<file path="config.mk">
export PLATFORM = sky130hd
export DESIGN_NAME = lsu_ctrl
export DESIGN_NICKNAME = d
export VERILOG_FILES = /design/src/rtl/lsu_pkg.sv /design/src/rtl/lsu_load_align.sv /design/src/rtl/lsu_ctrl.sv
export SDC_FILE = /design/constraint.sdc
export NUM_CORES = 1
export LEC_CHECK = 0
export ABC_AREA = 1
export BUFFER_PORTS_ARGS = -buffer_cell sky130_fd_sc_hd__buf_2
export CORE_MARGIN = 2
export CORE_UTILIZATION = 36
export DETAILED_ROUTE_END_ITERATION = 10
export PLACE_DENSITY_LB_ADDON = 0.2
export SLEW_MARGIN = 20
export SYNTH_ARGS = -nofsm -noshare
export SYNTH_HDL_FRONTEND = slang
export SYNTH_HIERARCHICAL = 1
export SYNTH_SLANG_ARGS = --single-unit
</file>
<file path="constraint.sdc">
create_clock -name clk -period 4.63 [get_ports clk]
set_input_delay 0.926 -clock clk [delete_from_list [all_inputs] [get_ports clk]]
set_output_delay 0.926 -clock clk [all_outputs]
set_load 0.1 [all_outputs]
</file>
<file path="src/rtl/lsu_pkg.sv">
// Shared types and decode helpers for the load/store unit controller.
package lsu_pkg;

  localparam logic [2:0] F3_LB  = 3'b000;
  localparam logic [2:0] F3_LH  = 3'b001;
  localparam logic [2:0] F3_LW  = 3'b010;
  localparam logic [2:0] F3_LBU = 3'b100;
  localparam logic [2:0] F3_LHU = 3'b101;
  localparam logic [2:0] F3_SB  = 3'b000;
  localparam logic [2:0] F3_SH  = 3'b001;
  localparam logic [2:0] F3_SW  = 3'b010;

  typedef enum logic [1:0] {IDLE, REQ, WAIT, RESP} lsu_state_e;

  typedef enum logic [1:0] {
    CAUSE_MISALIGN = 2'd0,
    CAUSE_BUS      = 2'd1,
    CAUSE_TIMEOUT  = 2'd2,
    CAUSE_ILLEGAL  = 2'd3
  } lsu_cause_e;

  function automatic logic is_illegal(input logic we, input logic [2:0] f3);
    if (we) return (f3 >= 3'b011);
    return (f3 == 3'b011) || (f3 == 3'b110) || (f3 == 3'b111);
  endfunction

  // funct3[1:0] encodes access size for both loads and stores.
  function automatic logic is_misaligned(input logic [2:0] f3, input logic [1:0] off);
    case (f3[1:0])
      2'b01:   return off[0];
      2'b10:   return off != 2'b00;
      default: return 1'b0;
    endcase
  endfunction

endpackage

</file>
<file path="src/rtl/lsu_load_align.sv">
// Byte-aligns a returned memory word and sign/zero-extends it per load funct3.
module lsu_load_align
  import lsu_pkg::*;
(
  input  logic [1:0]  off,
  input  logic [2:0]  funct3,
  input  logic [31:0] word,
  output logic [31:0] data
);

  logic [31:0] shifted;

  assign shifted = word >> {off, 3'b000};

  always_comb begin
    data = '0;
    case (funct3)
      F3_LB:   data = {{24{shifted[7]}}, shifted[7:0]};
      F3_LH:   data = {{16{shifted[15]}}, shifted[15:0]};
      F3_LW:   data = shifted;
      F3_LBU:  data = {24'h0, shifted[7:0]};
      F3_LHU:  data = {16'h0, shifted[15:0]};
      default: data = '0;
    endcase
  end

endmodule

</file>
<file path="src/rtl/lsu_ctrl.sv">
// Load/store controller: request decode, bus handshakes, timeout and late-response drain.
module lsu_ctrl
  import lsu_pkg::*;
#(
  parameter int TIMEOUT_CYC = 255
) (
  input  logic        clk,
  input  logic        rst,
  input  logic        req_valid,
  output logic        req_ready,
  input  logic        req_we,
  input  logic [2:0]  req_funct3,
  input  logic [31:0] req_addr,
  input  logic [31:0] req_wdata,
  output logic        resp_valid,
  input  logic        resp_ready,
  output logic [31:0] resp_rdata,
  output logic        resp_err,
  output logic [1:0]  resp_cause,
  output logic        mem_req_valid,
  input  logic        mem_req_ready,
  output logic        mem_req_we,
  output logic [31:0] mem_req_addr,
  output logic [31:0] mem_req_wdata,
  output logic [3:0]  mem_req_wstrb,
  input  logic        mem_rsp_valid,
  output logic        mem_rsp_ready,
  input  logic [31:0] mem_rsp_rdata,
  input  logic        mem_rsp_err
);

  localparam int CNT_W = $clog2(TIMEOUT_CYC + 1);

  lsu_state_e       state;
  logic             drain;
  logic [CNT_W-1:0] cnt;
  logic             cap_we;
  logic [2:0]       cap_f3;
  logic [1:0]       cap_off;
  logic [31:0]      load_data;
  logic             req_fire;
  logic             rsp_fire;
  logic             timeout_hit;

  function automatic logic [31:0] store_wdata(input logic [2:0] f3, input logic [31:0] wd);
    case (f3)
      F3_SB:   return {4{wd[7:0]}};
      F3_SH:   return {2{wd[15:0]}};
      default: return wd;
    endcase
  endfunction

  function automatic logic [3:0] store_wstrb(input logic [2:0] f3, input logic [1:0] off);
    case (f3)
      F3_SB:   return 4'b0001 << off;
      F3_SH:   return 4'b0011 << off;
      default: return 4'b1111;
    endcase
  endfunction

  lsu_load_align u_align (
    .off    (cap_off),
    .funct3 (cap_f3),
    .word   (mem_rsp_rdata),
    .data   (load_data)
  );

  assign req_ready     = (state == IDLE) && !drain;
  assign mem_rsp_ready = (state == WAIT) || drain;
  assign req_fire      = req_valid && req_ready;
  assign rsp_fire      = mem_rsp_valid && mem_rsp_ready;
  assign timeout_hit   = (cnt == CNT_W'(TIMEOUT_CYC - 1));

  always_ff @(posedge clk or posedge rst) begin
    if (rst) begin
      state         <= IDLE;
      drain         <= 1'b0;
      cnt           <= '0;
      cap_we        <= 1'b0;
      cap_f3        <= '0;
      cap_off       <= '0;
      mem_req_valid <= 1'b0;
      mem_req_we    <= 1'b0;
      mem_req_addr  <= '0;
      mem_req_wdata <= '0;
      mem_req_wstrb <= '0;
      resp_valid    <= 1'b0;
      resp_rdata    <= '0;
      resp_err      <= 1'b0;
      resp_cause    <= '0;
    end else begin
      // A drained late response is simply discarded.
      if (drain && rsp_fire) drain <= 1'b0;

      case (state)
        IDLE: begin
          if (req_fire) begin
            cap_we  <= req_we;
            cap_f3  <= req_funct3;
            cap_off <= req_addr[1:0];
            if (is_illegal(req_we, req_funct3)) begin
              state      <= RESP;
              resp_valid <= 1'b1;
              resp_err   <= 1'b1;
              resp_cause <= CAUSE_ILLEGAL;
              resp_rdata <= '0;
            end else if (is_misaligned(req_funct3, req_addr[1:0])) begin
              state      <= RESP;
              resp_valid <= 1'b1;
              resp_err   <= 1'b1;
              resp_cause <= CAUSE_MISALIGN;
              resp_rdata <= '0;
            end else begin
              state         <= REQ;
              cnt           <= '0;
              mem_req_valid <= 1'b1;
              mem_req_we    <= req_we;
              mem_req_addr  <= {req_addr[31:2], 2'b00};
              mem_req_wdata <= req_we ? store_wdata(req_funct3, req_wdata) : 32'h0;
              mem_req_wstrb <= req_we ? store_wstrb(req_funct3, req_addr[1:0]) : 4'b0000;
            end
          end
        end

        REQ: begin
          if (mem_req_ready) begin
            mem_req_valid <= 1'b0;
            state         <= WAIT;
            cnt           <= cnt + 1'b1;
          end else if (timeout_hit) begin
            // Nothing was issued, so no response can be left outstanding.
            mem_req_valid <= 1'b0;
            state         <= RESP;
            resp_valid    <= 1'b1;
            resp_err      <= 1'b1;
            resp_cause    <= CAUSE_TIMEOUT;
            resp_rdata    <= '0;
          end else begin
            cnt <= cnt + 1'b1;
          end
        end

        WAIT: begin
          if (mem_rsp_valid) begin
            state      <= RESP;
            resp_valid <= 1'b1;
            if (mem_rsp_err) begin
              resp_err   <= 1'b1;
              resp_cause <= CAUSE_BUS;
              resp_rdata <= '0;
            end else begin
              resp_err   <= 1'b0;
              resp_cause <= CAUSE_MISALIGN;
              resp_rdata <= cap_we ? 32'h0 : load_data;
            end
          end else if (timeout_hit) begin
            state      <= RESP;
            drain      <= 1'b1;
            resp_valid <= 1'b1;
            resp_err   <= 1'b1;
            resp_cause <= CAUSE_TIMEOUT;
            resp_rdata <= '0;
          end else begin
            cnt <= cnt + 1'b1;
          end
        end

        RESP: begin
          if (resp_ready) begin
            resp_valid <= 1'b0;
            state      <= IDLE;
          end
        end

        default: state <= IDLE;
      endcase
    end
  end

endmodule

</file>
==> results.py, run 1 <==
metrics = {
    "synth": {
        "synthTopCellsByArea": "dfrtp_1 (43%), nand2_1 (25%), nand3_1 (7.5%)",
        "syn_inst": 996,
        "synth_top_family_by_area": "simple AND/OR/NAND/NOR gates",
        "synth-seq-cells": 121,
        "synth_fa_ha_area_frac": 0.0214,
        "ys_seq_area_frac": 0.431,
        "yosys_warnings": 6,
        "synth_xor_xnor_area_share": 0.00250,
        "synth_top_area_frac": 0.431,
        "synth_area_um2": 7020,
        "synthDistinctLibCells": 33,
        "synthMuxAreaShare": 0.00160,
        "synth-compound-area-share": 0.0965,
        "syn_area_per_cell_um2": 7.05,
        "synth_area_leader_cell": "dfrtp_1",
        "synth_simple_gate_area_frac": 0.374,
    },
    "final_layout": {
        "layout.cells.most_common": "nand2_1",
        "n_antenna_cell": 0,
        "mostFrequentLayoutCells": "nand2_1 (460), buf_2 (212), dfrtp_1 (121), nand3_1 (105), a21oi_1 (57)",
        "layout-drive-gt1-share": 0.244,
        "area_growth_pct": 24.9,
        "final_net_count": 1301,
        "n_fill_cell": 2074,
    },
    "critical_path": {
        "max_stage_delay_ns": 0.79,
        "timing.critical_path.to_type": "register",
        "type_of_the_worst_setup_path": "register to register",
        "path_cells": "inv_1 -> ha_1 -> nand3_2 -> nor2_4 -> buf_4 -> clkinv_2 -> nand2_1 -> o21ai_0",
        "timing.critical_path.required_ns": 4.89,
        "crit_path_start_kind": "register",
        "critical_path_peak_fanout": 67,
        "critPathSlowestCell": "clkinv_2",
        "worstPathArrival_ns": 3.38,
    },
    "clock_network": {
        "worst_setup_hold_path_clk_slew_ns": 0.07,
        "buffer_type_at_the_clock_tree_root": "clkbuf_16",
        "clkLatencyLatePin_ns": 0.42,
        "htreeDepth": 4,
        "cts-hold-fix-buffers": 0,
        "postCtsResizedCells": 0,
        "clock_tree_from_tritoncts": "yes",
        "cts_sinks": 121,
        "tritoncts.num_buffers": 17,
        "number_of_buffers_between_clock_root_and_the_deepest_sink": 2,
        "cts.repair_timing.setup_buffer_count": 0,
    },
    "sta": {
        "min_period_over_period": 0.673,
        "holdWs_ns": 0.468,
        "finalHoldViolCount": 0,
        "worst_clock_skew_ns": 0.0119,
        "maxSlewViolCount": 0,
        "unrepaired_setup_endpoints_after_global_routing": "false",
        "fin_crit_ns": 3.12,
        "timing.final.setup_violations": 0,
        "fin_tns_setup_ns": 0,
        "relative_slew_slack": 0.336,
        "top_achievable_clock_speed_ghz": 0.321,
        "timing_worst_slew_pin_value_ns": 0.992,
    },
    "drt": {
        "antenna_violating_nets_left": 0,
        "route.final.wire_length_um": 20900,
        "first_pass_iters": 4,
        "detail_route.vias_per_cell": 4.79,
        "vias": 6993,
        "drc": 0,
        "detail_route.iter0.violations": 445,
        "routed_wire_length_per_instance_um": 14.3,
    },
    "floorplan": {
        "starting_density_of_the_core": 0.364,
        "top_level_ports": 215,
        "die_area_um2": 20600,
        "die_w_um": 144,
        "core_um2": 19300,
        "row_count": 51,
        "die-height_um": 144,
    },
    "placement": {
        "io_buffer_count": 212,
        "gp_congestion": 0.844,
        "detailed_place_hpwl_um": 14800,
    },
    "grt": {
        "grt_use_total": 0.206,
        "grt_max_degree": 68,
        "grt_first_pass_wirelength_um": 33500,
        "grt-ovfl-total": 0,
        "antenna_found_initial": 1,
        "grt_pass1_vias": 6560,
    },
    "hold_path": {
        "hold_path_class": "register to register",
    },
    "outcome": {
        "run_status": "finished clean",
    },
    "run": {
        "drv.max_cap_violation_count": 0,
    },
}
## routing by layer
metal / GRT usage / wire, µm / up-vias
met5: 0 / 13 / -
met4: 0.0531 / 221 / 2
met3: 0.0613 / 1520 / 20
met2: 0.330 / 9840 / 206
met1: 0.272 / 9330 / 3221
li1: - / - / 3544
## synth_stat cells, drive strengths merged
cell type and count:
buf 44, inv 45, o21ai 74, clkinv 1
dfrtp 121, nor2 41, nand2 472, xor2 2
nor3 2, clkbuf 10, a21oi 57, nand4 2
nand3b 1, o211ai 1, ha 12, nand3 108
conb 1, a31oi 1, mux2 1
## worst max-delay path, delay by kind of cell, from the launching register on
kind / cells / cell delay (ns)
adder cells (fa/ha/maj): 1 / 0.37
AO/OA/AOI/OAI: 1 / 0.12
AND/OR/NAND/NOR: 3 / 0.75
buffers and inverters: 3 / 1.28
flip-flops: 1 / 0.41
## final cells by class
class,instances,area (µm²),share of cell area
multi-input combinational,776,3500,0.400
sequential,121,3030,0.346
timing repair buffer,220,1120,0.128
clock buffer,17,425,0.0485
tap,265,332,0.0378
inverter,46,179,0.0204
clock inverter,15,176,0.0201
## flip-flops by register name (all words and copies together), names as in the netlist
signal	cells
mem_req_wdata	32
resp_rdata	32
mem_req_addr	30
cnt	8
mem_req_wstrb	4
cap_f3	3
cap_off	2
resp_cause	2
state	2
cap_we	1
drain	1
mem_req_valid	1
mem_req_we	1
resp_err	1
resp_valid	1
## metrics by stage
step / cell area (µm²) / setup WS [ns] / utilization / cells
2_1_floorplan: 7020 / 0.490 / - / 997
3_3_place_gp: 8150 / 1.42 / 0.423 / 1428
3_5_place_dp: 8150 / 1.38 / 0.423 / 1428
4_1_cts: 8750 / 1.75 / 0.454 / 1460
5_1_grt: 8760 / 1.15 / 0.455 / 1460
6_report: 8760 / 1.51 / 0.455 / 1460
## final timing paths
| check | from | to | slack (ns) | cells past startpoint |
|---|---|---|---|---|
| setup / recovery | state[0] | mem_req_wdata[8] | 1.51 | 8 |
| hold reg to reg | mem_req_addr[31] | mem_req_addr[31] | 0.47 | 2 |
| setup reg to reg | state[0] | mem_req_wdata[8] | 1.51 | 8 |
| hold / removal | mem_req_addr[31] | mem_req_addr[31] | 0.47 | 2 |
| min in group asynchronous | rst | mem_req_addr[18] | 0.66 | 2 |
| max in group asynchronous | rst | mem_req_we | 3.03 | 3 |
## kinds of logic (layout without fill, tap and decap cells)
group           after synthesis  in the layout
fa+ha+maj                    12             12
compound gates              133            133
simple gates                626            626
mux                           1              1
other cells                   1              2
xor+xnor                      2              2
buf+inv                     100            298
flops                       121            121
Power of run 1 is not shown: default switching activity piles up to over one toggle a cycle in this logic, so the estimate is an artifact.
==> inputs of run 2 (changes only) <==
ABC_AREA = 0   (was 1)
clock period = 3 ns   (was 4.63 ns; I/O delays follow)
==> run 2 against run 1 <==
  * Final cell count decreased by 18%
  * Synthesized cell count fell by 24%
  * Die area down 2.0%
  * Sequential cell count unchanged
  * Design area decreased by 1.3%
  * Critical endpoint is now req_ready
  * Largest cell class unchanged
  * Highest routed layer is now met4
==> results.py, run 2 <==
metrics = {
    "hold_path": {
        "hold_path_class": "input port to asynchronous set/reset pin",
    },
    "placement": {
        "io_buffer_count": 212,
        "detailed_place_hpwl_um": 13400,
        "gp_congestion": 0.822,
    },
    "clock_network": {
        "buffer_type_at_the_clock_tree_root": "clkbuf_16",
        "cts.repair_timing.setup_buffer_count": 0,
        "tritoncts.num_buffers": 17,
        "clkLatencyLatePin_ns": 0.41,
        "cts_sinks": 121,
        "postCtsResizedCells": 0,
        "htreeDepth": 4,
        "clock_tree_from_tritoncts": "yes",
        "cts-hold-fix-buffers": 0,
        "number_of_buffers_between_clock_root_and_the_deepest_sink": 2,
        "worst_setup_hold_path_clk_slew_ns": 0.06,
    },
    "critical_path": {
        "timing.critical_path.to_type": "output port",
        "timing.critical_path.required_ns": 2.40,
        "critPathSlowestCell": "dfrtp_1",
        "type_of_the_worst_setup_path": "register to output port",
        "path_cells": "inv_1 -> ha_1 -> buf_4 -> inv_1 -> nor2_1 -> buf_2",
        "cpLargestDelayFamily": "buffers and inverters",
        "max_stage_delay_ns": 0.44,
        "critical_path_peak_fanout": 10,
        "crit_path_start_kind": "register",
        "critical_path.n_buffers_inverters": 4,
        "worstPathArrival_ns": 1.99,
        "crit_top_cell": "inv_1",
    },
    "floorplan": {
        "die_w_um": 142,
        "core_um2": 18700,
        "row_count": 50,
        "die_area_um2": 20200,
        "top_level_ports": 215,
        "starting_density_of_the_core": 0.367,
        "die-height_um": 142,
    },
    "drt": {
        "drc": 0,
        "vias": 6088,
        "detail_route.vias_per_cell": 5.10,
        "detail_route.iter0.violations": 439,
        "first_pass_iters": 4,
        "routed_wire_length_per_instance_um": 16.2,
        "route.final.wire_length_um": 19400,
        "antenna_violating_nets_left": 0,
    },
    "synth": {
        "ys_seq_area_frac": 0.441,
        "syn_area_per_cell_um2": 9.06,
        "yosys_warnings": 6,
        "synthTopCellsByArea": "dfrtp_1 (44%), nand2_1 (9.3%), o32ai_2 (6.6%)",
        "synth-edff-count": 0,
        "yosys_most_used_dff": "dfrtp_1",
        "synthDistinctLibCells": 56,
        "synth-async-reset-ratio": 1.00,
        "synth_top_area_frac": 0.441,
        "synth_area_um2": 6870,
        "synth_area_leader_cell": "dfrtp_1",
        "synth-seq-cells": 121,
        "synth.most_common_cell": "nand2_1",
        "ys_top_cells_by_count": "nand2_1 (170), dfrtp_1 (121), inv_1 (80)",
        "syn_inst": 759,
    },
    "sta": {
        "unrepaired_setup_endpoints_after_global_routing": "false",
        "timing_worst_slew_pin_value_ns": 0.812,
        "worst_clock_skew_ns": 0.00890,
        "fin_crit_ns": 2.59,
        "top_achievable_clock_speed_ghz": 0.386,
        "finalHoldViolCount": 0,
        "relative_slew_slack": 0.457,
        "maxSlewViolCount": 0,
        "fin_tns_setup_ns": 0,
        "min_period_over_period": 0.864,
        "timing.final.setup_violations": 0,
    },
    "grt": {
        "grt-ovfl-total": 0,
        "antenna_found_initial": 0,
        "grt_first_pass_wirelength_um": 31100,
        "grt_pass1_vias": 5684,
        "grt_use_total": 0.194,
        "grt_max_degree": 122,
    },
    "final_layout": {
        "layout.cells.most_common": "buf_2",
        "biggestRegsByFlops": "mem_req_wdata (32), resp_rdata (32), mem_req_addr (30)",
        "final_net_count": 1067,
        "layout-drive-gt1-share": 0.328,
        "mostFrequentLayoutCells": "buf_2 (212), nand2_1 (170), dfrtp_1 (121), inv_1 (79), o21ai_0 (34)",
        "area_growth_pct": 25.8,
        "n_antenna_cell": 0,
    },
    "outcome": {
        "run_status": "finished clean",
    },
    "run": {
        "drv.max_cap_violation_count": 0,
    },
}
==> run 2: worst reg2reg max path, cell delays in order (launching register included) <==
cell and delay [ns]:
dfrtp_1 0.44, inv_1 0.13, ha_1 0.18, nand3b_1 0.16, buf_4 0.22, a21o_1 0.24, a211o_1 0.32, buf_4 0.30
o32ai_1 0.35
==> run 2: stage by stage <==
step / hold WS (ns) / setup slack [ns] / instances / area, µm² / util
2_1_floorplan: 0.472 / 0.0942 / 760 / 6880 / -
3_3_place_gp: 0.448 / 0.498 / 1163 / 8100 / 0.433
3_5_place_dp: 0.452 / 0.424 / 1163 / 8100 / 0.433
4_1_cts: 0.358 / 0.400 / 1193 / 8650 / 0.462
5_1_grt: 0.374 / 0.295 / 1193 / 8650 / 0.462
6_report: 0.375 / 0.409 / 1193 / 8650 / 0.462
==> run 2: kinds of logic after synthesis <==
family / share of synthesized area
AO/OA/AOI/OAI: 0.228
XOR/XNOR: 0.00127
adder cells (fa/ha/maj): 0.0218
buffers and inverters: 0.0885
flip-flops: 0.441
multiplexers: 0.0475
other: 0.000546
AND/OR/NAND/NOR: 0.171
==> run 2: path summary, 6_finish.rpt <==
path	startpoint	endpoint	slack, ns	cells after the start
max	state[1]	req_ready	0.41	6
min	rst	mem_req_wdata[21]	0.37	3
max reg2reg	state[1]	resp_rdata[8]	0.56	8
min reg2reg	mem_req_wdata[20]	mem_req_wdata[20]	0.46	2
max in group asynchronous	rst	resp_rdata[10]	2.10	3
min in group clk	req_addr[10]	mem_req_addr[10]	0.38	3
==> run 2: area by class of cell <==
| class | instances | area [µm²] |
|---|---|---|
| Sequential cell | 121 | 3030 |
| Timing Repair Buffer | 227 | 1210 |
| Clock inverter | 9 | 101 |
| Multi-Input combinational cell | 501 | 3260 |
| Clock buffer | 21 | 450 |
| Tap cell | 234 | 293 |
| Fill cell | 1807 | 10100 |
| Inverter | 80 | 304 |
==> run 2: layer usage <==
metal  wire length [µm]  vias up  global-route usage  part of all wire
met4                309        0              0.0637             0.016
li1                   -     2993                   -                 -
met5                  0        -                   0                 0
met2               8640      176               0.292              0.45
met3                989       23              0.0347             0.051
met1               9450     2896               0.283              0.49
Power of run 2 is left out for the same reason.
